<file path="src/rtl/hyperbus_tf_splitter.sv">
// Purpose: splits one upstream HyperBus transaction into PHY chunks of at most t_burst_max words and re-marks read lasts.
// Latency: first chunk 1 cycle after accept, then 1 chunk/cycle; tf_ready_o returns 1 cycle after the final read last.
// Backpressure: valid/ready; tf_o/tf_valid_o held while tf_ready_i=0; rx path is a combinational passthrough.

package hyperbus_tf_pkg;

  typedef struct packed {
    logic [3:0]  t_latency_access;
    logic [3:0]  t_latency_additional;
    logic [15:0] t_cs_max;
    logic [3:0]  t_read_write_recovery;
    logic [3:0]  t_rx_clk_delay;
    logic [15:0] t_burst_max;
  } hyper_cfg_t;

  typedef struct packed {
    logic        write;
    logic        address_space;
    logic        burst_type;
    logic [31:0] address;
    logic [14:0] burst;
  } hyper_tf_t;

  typedef struct packed {
    logic [15:0] data;
    logic        last;
    logic        error;
  } phy_rx_t;

endpackage

module hyperbus_tf_splitter
  import hyperbus_tf_pkg::*;
#(
  parameter int unsigned BurstCntWidth = 16
) (
  input  logic       clk_i,
  input  logic       rst_ni,
  input  hyper_cfg_t cfg_i,
  input  hyper_tf_t  tf_i,
  input  logic       tf_valid_i,
  output logic       tf_ready_o,
  output hyper_tf_t  tf_o,
  output logic       tf_valid_o,
  input  logic       tf_ready_i,
  input  phy_rx_t    rx_i,
  input  logic       rx_valid_i,
  output logic       rx_ready_o,
  output phy_rx_t    rx_o,
  output logic       rx_valid_o,
  input  logic       rx_ready_i,
  output logic       busy_o
);

  typedef enum logic [1:0] {
    Idle   = 2'd0,
    Issue  = 2'd1,
    WaitRx = 2'd2
  } state_e;

  state_e                   state_q;
  hyper_tf_t                tf_q;        // chunk currently presented to the PHY
  logic                     tf_valid_q;
  logic [15:0]              max_q;
  logic                     no_split_q;
  logic [14:0]              remaining_q; // words left, including the presented chunk
  logic [BurstCntWidth-1:0] pending_q;   // read chunks issued whose last has not returned
  logic                     issue_done_q;

  logic        tf_hs;
  logic        rx_last_hs;
  logic        final_last;
  logic        last_chunk;
  logic        no_split_in;
  logic [14:0] rem_nxt;
  logic [31:0] addr_nxt;

  // Chunk length: a no-split transaction goes out whole; otherwise clip to max.
  function automatic logic [14:0] chunk_len(input logic [14:0] rem, input logic [15:0] mx,
                                            input logic ns);
    if (ns || ({1'b0, rem} <= mx)) return rem;
    else return mx[14:0];
  endfunction

  assign tf_hs       = tf_valid_q & tf_ready_i;
  assign rx_last_hs  = rx_valid_i & rx_ready_i & rx_i.last;
  assign final_last  = rx_last_hs & issue_done_q & (pending_q == BurstCntWidth'(1));
  assign rem_nxt     = remaining_q - tf_q.burst;
  assign addr_nxt    = tf_q.address + {16'b0, tf_q.burst, 1'b0};
  assign last_chunk  = (rem_nxt == 15'd0);
  assign no_split_in = (cfg_i.t_burst_max == 16'd0) | ~tf_i.burst_type |
                       tf_i.address_space | (tf_i.burst == 15'd0);

  assign tf_ready_o = (state_q == Idle);
  assign tf_valid_o = tf_valid_q;
  assign tf_o       = tf_q;
  assign busy_o     = (state_q != Idle);
  assign rx_ready_o = rx_ready_i;
  assign rx_valid_o = rx_valid_i;

  // Forward read beats; only the last of the final outstanding chunk keeps its last flag.
  always_comb begin
    rx_o = rx_i;
    if (state_q != Idle) begin
      rx_o.last = rx_i.last & issue_done_q & (pending_q == BurstCntWidth'(1));
    end
  end

  // Transaction FSM: latch upstream, issue chunks back to back, wait for the final read last.
  always_ff @(posedge clk_i or negedge rst_ni) begin
    if (!rst_ni) begin
      state_q      <= Idle;
      tf_q         <= '0;
      tf_valid_q   <= 1'b0;
      max_q        <= '0;
      no_split_q   <= 1'b0;
      remaining_q  <= '0;
      issue_done_q <= 1'b0;
    end else begin
      case (state_q)
        Idle: begin
          if (tf_valid_i) begin
            tf_q         <= tf_i;
            tf_q.burst   <= chunk_len(tf_i.burst, cfg_i.t_burst_max, no_split_in);
            remaining_q  <= tf_i.burst;
            max_q        <= cfg_i.t_burst_max;
            no_split_q   <= no_split_in;
            tf_valid_q   <= 1'b1;
            issue_done_q <= 1'b0;
            state_q      <= Issue;
          end
        end
        Issue: begin
          if (tf_hs) begin
            if (last_chunk) begin
              tf_valid_q   <= 1'b0;
              issue_done_q <= 1'b1;
              state_q      <= tf_q.write ? Idle : WaitRx;
            end else begin
              tf_q.address <= addr_nxt;
              tf_q.burst   <= chunk_len(rem_nxt, max_q, no_split_q);
              remaining_q  <= rem_nxt;
            end
          end
        end
        WaitRx: begin
          if (final_last) begin
            issue_done_q <= 1'b0;
            state_q      <= Idle;
          end
        end
        default: state_q <= Idle;
      endcase
    end
  end

  // Outstanding read chunk count: +1 per read chunk issued, -1 per returned last, floored at 0.
  always_ff @(posedge clk_i or negedge rst_ni) begin
    if (!rst_ni) begin
      pending_q <= '0;
    end else begin
      case ({tf_hs & ~tf_q.write, rx_last_hs & (pending_q != '0)})
        2'b10:   pending_q <= pending_q + BurstCntWidth'(1);
        2'b01:   pending_q <= pending_q - BurstCntWidth'(1);
        default: pending_q <= pending_q;
      endcase
    end
  end

  logic unused_cfg;
  assign unused_cfg = ^{cfg_i.t_latency_access, cfg_i.t_latency_additional, cfg_i.t_cs_max,
                        cfg_i.t_read_write_recovery, cfg_i.t_rx_clk_delay};

endmodule

</file>
<file path="config.mk">
export PLATFORM = sky130hd
export DESIGN_NAME = hyperbus_tf_splitter
export DESIGN_NICKNAME = d
export VERILOG_FILES = /design/src/rtl/hyperbus_tf_splitter.sv
export SDC_FILE = /design/constraint.sdc
export NUM_CORES = 1
export LEC_CHECK = 0
export ABC_AREA = 1
export BUFFER_PORTS_ARGS = -buffer_cell sky130_fd_sc_hd__buf_2
export CAP_MARGIN = 30
export CORE_ASPECT_RATIO = 0.6
export CORE_UTILIZATION = 40
export CTS_BUF_LIST = sky130_fd_sc_hd__clkbuf_8
export CTS_CLUSTER_DIAMETER = 80
export CTS_CLUSTER_SIZE = 30
export DETAILED_ROUTE_END_ITERATION = 10
export GPL_TIMING_DRIVEN = 0
export MAX_ROUTING_LAYER = met4
export SLEW_MARGIN = 10
export SYNTH_ARGS = -nofsm -noshare
export SYNTH_HDL_FRONTEND = slang
export SYNTH_SLANG_ARGS = --single-unit
</file>
<file path="constraint.sdc">
create_clock -name clk_i -period 3.5 [get_ports clk_i]
set_input_delay 0.35 -clock clk_i [delete_from_list [all_inputs] [get_ports clk_i]]
set_output_delay 0.35 -clock clk_i [all_outputs]
set_load 0.02 [all_outputs]
</file>
==> results of run 1 <==
==> routing by layer <==
layer,global-route usage,wire [µm],up-vias
li1,-,-,4852
met1,0.4768,17530,4526
met2,0.3470,11740,397
met3,0.07966,3423,23
met4,0.04613,270,0
met5,-,0,-
==> how the worst max path moves through the flow <==
| stage | from | endpoint | slack (ns) | depth (start not counted) |
|---|---|---|---|---|
| floorplan | tf_o[0] | tf_o[3] | 0.16 | 21 |
| global route | tf_o[3] | tf_o[6] | -0.04 | 23 |
| finish | tf_o[0] | tf_o[6] | 0.11 | 22 |
| CTS | tf_o[0] | tf_o[3] | 0.002 | 22 |
| detailed placement | tf_o[0] | tf_o[3] | -0.84 | 22 |
| global placement | tf_o[0] | tf_o[6] | -0.80 | 22 |
==> where the power goes <==
group	total [mW]	leakage, nW	switching (mW)	internal (mW)
registers	2.09	1.26	0.471	1.62
logic	8.31	4.54	5.30	3.01
clock network	0.703	0.0965	0.454	0.249
total	11.1	5.89	6.22	4.88
==> worst min-delay path, stage by stage <==
cell	delay, ns
buf_2	0.07
nand2_1	0.04
nand2_1	0.05
==> registers in the layout (all words and copies together), names as in the netlist <==
signal	count
tf_o	50
pending_q	16
max_q	16
remaining_q	15
state_q	2
no_split_q	1
tf_valid_o	1
issue_done_q	1
==> logic make-up after synthesis <==
logic type | count (synthesis) | synth area share
buffers and inverters | 253 | 0.1206
and+or+nand+nor | 821 | 0.3902
DFF | 102 | 0.2866
xor gates and xnor gates | 26 | 0.02557
AOI/OAI and AO/OA | 138 | 0.08262
adders and majority gates | 66 | 0.09442
==> cell type report <==
cell class                      count  area (µm²)  area share
Multi-Input combinational cell   1051        5624      0.5235
Sequential cell                   102        2564      0.2386
Timing Repair Buffer              171       955.9     0.08897
Inverter                          192       720.7     0.06708
Buffer                             61       371.6     0.03459
Tap cell                          279       349.1     0.03249
Clock buffer                        9       123.9     0.01153
Clock inverter                      7       35.03    0.003261
==> cells in the mapped netlist <==
cell type / count
and3_1: 2
buf_6: 6
buf_4: 19
nor4_1: 2
nand3b_1: 2
nand3_4: 1
o32ai_1: 1
or2_2: 3
a211oi_1: 1
ha_1: 64
and2_1: 2
and3b_1: 1
buf_1: 4
o21ai_1: 1
a21o_1: 2
fa_1: 2
nand4_1: 28
nor2_1: 78
clkinv_1: 2
nand2_2: 1
nand2_1: 494
clkbuf_1: 26
nand2_4: 1
o21ai_0: 72
inv_1: 182
o21bai_1: 2
nand3_1: 192
o31ai_1: 2
nor2_2: 1
o21a_1: 3
a21oi_1: 47
dfrtp_1: 102
inv_2: 8
xnor2_1: 10
o2111ai_1: 2
nor3_1: 12
nand3_2: 1
a31oi_1: 3
buf_2: 6
xor2_1: 16
a21boi_0: 2
==> what timing repair did <==
item | CTS | global route
cloned | 1 | 0
setup buffers | 4 | 19
hold buffers | 1 | 0
hold endpoints to repair | 43 | 0
resized for setup | 31 | 66
setup endpoints to repair | 15 | 17
pin swaps | 6 | 22
==> metrics by stage <==
| step | worst slack [ns] | util |
|---|---|---|
| floorplan | 0.1560 | - |
| global placement | -0.7990 | 0.4665 |
| detailed placement | -0.8394 | 0.4681 |
| CTS | 0.001513 | 0.4832 |
| global route | -0.03997 | 0.5023 |
| finish | 0.1137 | 0.5023 |
==> flow_summary.ini, run 1 <==
[status]
status = finished, final reports clean

[synthesis]
synth_nets = 1594
avgSynthCellArea_um2 = 6.333
yosysWarnings = 0
synth-seq-cells = 102
synthesis.area_um2 = 8905
synth_top_area_frac = 0.2866
ys_types = 41
synthesis.instances = 1406
netlist.top_cell.by_area = dfrtp_1
synth.yosys.seq_area_share = 0.2866
ys_top_cells_by_area = dfrtp_1 29%, nand2_1 21%, nand3_1 11%

[die]
die_w_um = 194.6
die-area_um2 = 22880
initial_core_util = 0.4163
num_io_pins = 195
die_y_um = 117.6
rows = 41
coreArea_um2 = 21390

[critical_path]
cp-end-kind = flop
rr_endpoint = tf_o[6]
worstSetupStartpointType = flop
reg2reg_depth = 22
crit_family = simple AND/OR/NAND/NOR gates
worstReg2RegStart = tf_o[0]
r2r_setup_slack_ns = 0.11
slowest_stage = dfrtp_2
max_stage_delay_ns = 0.48
worstPathMaxFanout = 7
worstPathArrival_ns = 3.74
crit_chain = ha_4 -> fa_2 -> inv_2 -> nand3_2 -> nand2_4 -> nand3_2 -> nand3_2 -> nand2_2 -> nand2_4 -> inv_1 -> ha_1 -> nand4_1 -> nor2_2 -> nand2_2 -> nand2_4 -> nand2_8 -> clkbuf_8 -> nand2_1 -> nand3_1 -> nand2_1 -> nand3_2 -> nand2_1
path_class = flop to flop
path_buf_inv = 3
critical_path.most_common_cell = nand3_2
required_ns = 3.85

[final_layout]
diodes = 0
fillers = 2258
most-common-layout-cells = 471 x nand2_1, 183 x inv_1, 180 x nand3_1, 150 x buf_2, 93 x dfrtp_1
finish.instance_area_um2 = 10740
final_common_cell = nand2_1
nets = 1776
drive_gt1_frac = 0.1896
fin_cells = 1872
area_growth_pct = 20.66

[placement]
port_buffers = 145
gp_congestion = 0.9966
place_hpwl_mm = 26.07
dpl_cell_area_um2 = 10010
dp_cells = 1831

[clocking]
insertion_delay_ns = 0.42
htreeDepth = 3
cts_buffers = 9
cts_tree = yes
cts.sinks = 102
clockRootBuffer = clkbuf_8
clk_pin_slew_ns = 0.11
cts_max_path_buffers = 2

[worst_hold_path]
min_to = tf_o[15]
hp-class = primary input to flop
hold_depth = 3
min_from = tf_i[15]

[drt]
wl_per_cell_um = 17.61
routed_wl_mm = 32.97
drc = 0
drt_iter0_markers = 1063
dr.pass1.iters = 9
ant_nets = 0
vias = 9798
via_per_inst = 5.234

[power]
power_density_nw_per_um2 = 1034
leakage_nw = 5.892
ir_drop_mv = 0.4334
p_total_mw = 11.10

[global_route]
grt_max_degree = 60
grt_use_total = 0.2945
grt_pass1_vias = 8570
gr-total-overflow = 0
grt_first_pass_wirelength_mm = 50.15
antenna_found_initial = 0

[timing]
setup_viol = 0
hold_viol = 0
layout_min_cycle_time_ns = 3.386
tightest_slew_ns = 0.9824
fmax_mhz = 295.3
maxSlewViolCount = 0
maxSlewHeadroom = 0.3426
hold_ws_ns = 0.1413
finalSetupTns_ns = 0
fin_skew_ns = 0.02058
period_share = 0.9675

[flow_run]
drv_cap = 0
Note: power is estimated with default switching activity, not from simulation.
==> run 2: changes to the inputs <==
Settings changed: CAP_MARGIN 30 to not set, CORE_UTILIZATION 40 to 45, PLACE_DENSITY set to 0.68.
==> flow_summary.ini, run 2 (synthesized netlist as in run 1, its figures left out) <==
[critical_path]
r2r_setup_slack_ns = 0.04
worstSetupStartpointType = flop
required_ns = 3.86
worstReg2RegStart = tf_o[0]
rr_endpoint = tf_o[9]
reg2reg_depth = 20
path_class = flop to flop
cp-end-kind = flop
worstPathMaxFanout = 6
worstPathArrival_ns = 3.83

[status]
status = finished, final reports clean

[clocking]
cts_tree = yes
clockRootBuffer = clkbuf_8
cts_max_path_buffers = 2
htreeDepth = 3
cts_buffers = 9
insertion_delay_ns = 0.43
clk_pin_slew_ns = 0.11
cts.sinks = 102

[final_layout]
nets = 1784
diodes = 0
fin_cells = 1867
fillers = 1944
finish.instance_area_um2 = 10820
drive_gt1_frac = 0.1905
area_growth_pct = 21.54
final_common_cell = nand2_1
largest_register_ffs = 50
most-common-layout-cells = 470 x nand2_1, 185 x inv_1, 183 x nand3_1, 150 x buf_2, 94 x dfrtp_1

[worst_hold_path]
min_from = tf_i[15]
hold_depth = 3
min_to = tf_o[15]
hp-class = primary input to flop

[global_route]
globalRouteMet1Util = 0.5229
antenna_found_initial = 0
gr-total-overflow = 0
grt_pass1_vias = 8438
gr-usage-met3 = 0.09888
grt_max_degree = 59
busiest_layer = met1
grt_use_total = 0.3242
grt_first_pass_wirelength_mm = 48.40
grtUsageMet2 = 0.3811

[timing]
hold_viol = 0
setup_viol = 0
period_share = 0.9891
fmax_mhz = 288.9
maxSlewViolCount = 0
finalSetupTns_ns = 0
fin_skew_ns = 0.02110
layout_min_cycle_time_ns = 3.462
tightest_slew_ns = 0.9562
maxSlewHeadroom = 0.3602

[drt]
routed_wl_mm = 32.08
vias = 9957
via_per_inst = 5.333
ant_nets = 0
dr.pass1.iters = 5
wl_per_cell_um = 17.18
drt_iter0_markers = 1084
drc = 0

[flow_run]
drv_cap = 0

[die]
die_y_um = 111.0
initial_core_util = 0.4643
die_w_um = 183.6
die-area_um2 = 20370
rows = 39
coreArea_um2 = 19180
num_io_pins = 195

[placement]
gp_congestion = 1.016
port_buffers = 145
dpl_cell_area_um2 = 9997
place_hpwl_mm = 25.07
dp_cells = 1818

[power]
ir_drop_mv = 0.3447
leakage_nw = 5.958
p_total_mw = 11.38
power_density_nw_per_um2 = 1052
==> run 2: through the flow <==
step	hold WS (ns)	util	setup WS, ns
global route	0.1287	0.5644	-0.09244
finish	0.1382	0.5644	0.03830
detailed placement	0.3219	0.5213	-0.8647
CTS	0.1215	0.5386	0.01280
floorplan	0.05441	-	0.1560
global placement	0.4584	0.5195	-0.8009
==> run 2: where the power goes <==
group,switching [mW],internal (mW)
Combinational,5.44,3.09
Clock,0.452,0.321
Sequential,0.454,1.62
==> run 2: critical path, cell delays in order (launching register included) <==
cell and delay, ns:
dfrtp_2 0.49, ha_4 0.19, fa_2 0.37, inv_2 0.09
buf_4 0.11, nand3_1 0.11, nand3_1 0.11, nand2_1 0.08
nand2_4 0.14, inv_1 0.07, ha_1 0.29, nand4_1 0.14
nor2_4 0.06, a31oi_4 0.31, nand2_8 0.11, clkbuf_16 0.18
nand2_1 0.07, nand3_1 0.11, nand2_2 0.14, nand3_1 0.10
nand2_1 0.11
==> run 2: timing repair <==
item,in CTS,in global routing
setup buffers,5,26
endpoints found under the hold margin,44,0
hold buffers,1,0
setup endpoints to repair,15,15
pin swaps,7,25
gates cloned,0,1
gates resized for setup,30,69
==> run 2: how the worst max path moves through the flow <==
| stage | cells after the start | startpoint | to |
|---|---|---|---|
| after CTS | 22 | tf_o[0] | tf_o[6] |
| after detailed placement | 21 | tf_o[0] | tf_o[6] |
| after global routing | 22 | tf_o[0] | tf_o[9] |
| after global placement | 22 | tf_o[0] | tf_o[6] |
| after floorplan | 21 | tf_o[0] | tf_o[3] |
| final | 20 | tf_o[0] | tf_o[9] |
==> run 2: per-layer routing <==
metal | wire length, µm | share of wire | up-vias
met5 | 0 | 0 | -
li1 | - | - | 4869
met2 | 11780 | 0.37 | 460
met1 | 16330 | 0.51 | 4607
met4 | 231 | 0.0072 | 0
met3 | 3738 | 0.12 | 21
==> run 2: layout make-up <==
| type | count | area (µm²) | area share |
|---|---|---|---|
| repair buffers | 179 | 1027 | 0.09491 |
| plain buffers | 61 | 379.1 | 0.03503 |
| clock inverters | 7 | 60.06 | 0.005549 |
| clock buffers | 9 | 123.9 | 0.01145 |
| flip-flops and latches | 102 | 2562 | 0.2368 |
| well taps | 266 | 332.8 | 0.03075 |
| inverters | 192 | 720.7 | 0.06659 |
| multi-input cells | 1051 | 5617 | 0.5190 |
==> run 3: changes to the inputs <==
Settings changed: CAP_MARGIN set to 0, HOLD_SLACK_MARGIN set to 0.15.
==> flow_summary.ini, run 3 (synthesized netlist as in run 1, its figures left out) <==
[status]
status = finished, final reports clean

[critical_path]
crit_chain = ha_4 -> fa_2 -> inv_2 -> buf_4 -> nand3_1 -> nand3_1 -> nand2_1 -> nand2_4 -> inv_1 -> ha_1 -> nand4_1 -> nor2_4 -> a31oi_4 -> nand2_8 -> clkbuf_16 -> nand2_1 -> nand3_1 -> nand2_2 -> nand3_1 -> nand2_1
critical_path.most_common_cell = nand3_1
cp-end-kind = flop
slowest_stage = dfrtp_2
rr_endpoint = tf_o[9]
worstSetupStartpointType = flop
worstPathArrival_ns = 3.83
reg2reg_depth = 20
max_stage_delay_ns = 0.49
required_ns = 3.87
worstReg2RegStart = tf_o[0]
r2r_setup_slack_ns = 0.04
worstPathMaxFanout = 6
path_class = flop to flop

[final_layout]
diodes = 0
area_growth_pct = 21.99
finalCoreUtilization = 0.5665
final_common_cell = nand2_1
nets = 1788
finish.instance_area_um2 = 10860
largest_register_ffs = 50
most-common-layout-cells = 470 x nand2_1, 185 x inv_1, 183 x nand3_1, 150 x buf_2, 94 x dfrtp_1
drive_gt1_frac = 0.1900

[timing]
setup_viol = 0
tightest_slew_ns = 0.9559
hold_viol = 0
maxSlewViolCount = 0
layout_min_cycle_time_ns = 3.460
maxSlewHeadroom = 0.3604
fmax_mhz = 289.0
hold_ws_ns = 0.1645
finalSetupTns_ns = 0
period_share = 0.9885
fin_skew_ns = 0.02262

[global_route]
grt_first_pass_wirelength_mm = 48.47
grt_max_degree = 59
antenna_found_initial = 0
grt_pass1_vias = 8457
grt_use_total = 0.3245
gr-total-overflow = 0

[clocking]
insertion_delay_ns = 0.43
cts_buffers = 9
cts_tree = yes
clk_pin_slew_ns = 0.11
cts_max_path_buffers = 2
clockRootBuffer = clkbuf_8
cts.sinks = 102
htreeDepth = 3

[placement]
port_buffers = 145
gp_congestion = 1.016
dpl_cell_area_um2 = 9997
place_hpwl_mm = 25.07

[power]
power_density_nw_per_um2 = 1048
p_total_mw = 11.38
leakage_nw = 5.974
ir_drop_mv = 0.3518

[die]
die_y_um = 111.0
coreArea_um2 = 19180
num_io_pins = 195
rows = 39
die_w_um = 183.6
initial_core_util = 0.4643
die-area_um2 = 20370

[worst_hold_path]
hold_depth = 3
min_from = cfg_i[13]
hp-class = primary input to flop
min_to = max_q[13]

[flow_run]
drv_cap = 0

[drt]
dr.pass1.iters = 6
ant_nets = 0
via_per_inst = 5.344
wl_per_cell_um = 17.16
drt_iter0_markers = 1165
routed_wl_mm = 32.11
drc = 0
vias = 9999
[run 3: cell types whose count changed in the layout (fill, tap and decap cells not counted)]
cell	change
dlygate4sd3_1	+4
[run 3: report_power, final]
part           total [mW]  internal [mW]  switching [mW]
combinational        8.54           3.09            5.44
clock               0.772          0.321           0.452
sequential           2.07           1.62           0.453
total                11.4           5.03            6.35
[run 3: timing repair]
| action | CTS | global route |
|---|---|---|
| resized for setup | 30 | 69 |
| hold buffers | 5 | 0 |
| setup buffers | 5 | 26 |
| cloned | 0 | 1 |
| setup endpoints to repair | 15 | 15 |
| endpoints found under the hold margin | 48 | 0 |
| pin swaps | 7 | 25 |
[run 3: worst max path at each step]
stage	from	endpoint	slack [ns]	depth (start not counted)
after detailed placement	tf_o[0]	tf_o[6]	-0.86	21
after CTS	tf_o[0]	tf_o[6]	0.01	22
after floorplan	tf_o[0]	tf_o[3]	0.16	21
after global placement	tf_o[0]	tf_o[6]	-0.80	22
final	tf_o[0]	tf_o[9]	0.04	20
after global routing	tf_o[0]	tf_o[9]	-0.09	22
[run 3: layout make-up]
type,count,area [µm²]
flip-flops and latches,102,2562
clock buffers,9,123.9
multi-input cells,1051,5617
clock inverters,7,60.06
inverters,192,720.7
repair buffers,183,1067
plain buffers,61,379.1
fillers,1937,8314
well taps,266,332.8
[run 3: per-layer routing]
layer  routed length, µm  up-vias  GRT usage
li1                    -     4877          -
met1               16270     4628     0.5232
met2               11790      466     0.3818
met3                3777       28    0.09888
met4                 265        0    0.05111
met5                   0        -          -
[run 3: critical path: cells and delay by family, from the launching register on]
kind	cells	cell delay, ns
AO/OA/AOI/OAI	1	0.31
adder cells (fa/ha/maj)	3	0.85
buffers and inverters	4	0.45
flip-flops	1	0.49
AND/OR/NAND/NOR	12	1.28
[run 3: stage by stage]
step	setup WS [ns]	instances
3_5_place_dp	-0.8647	1818
5_1_grt	-0.09244	1871
3_3_place_gp	-0.8009	1817
6_report	0.04013	1871
4_1_cts	0.01280	1844
2_1_floorplan	0.1560	1406
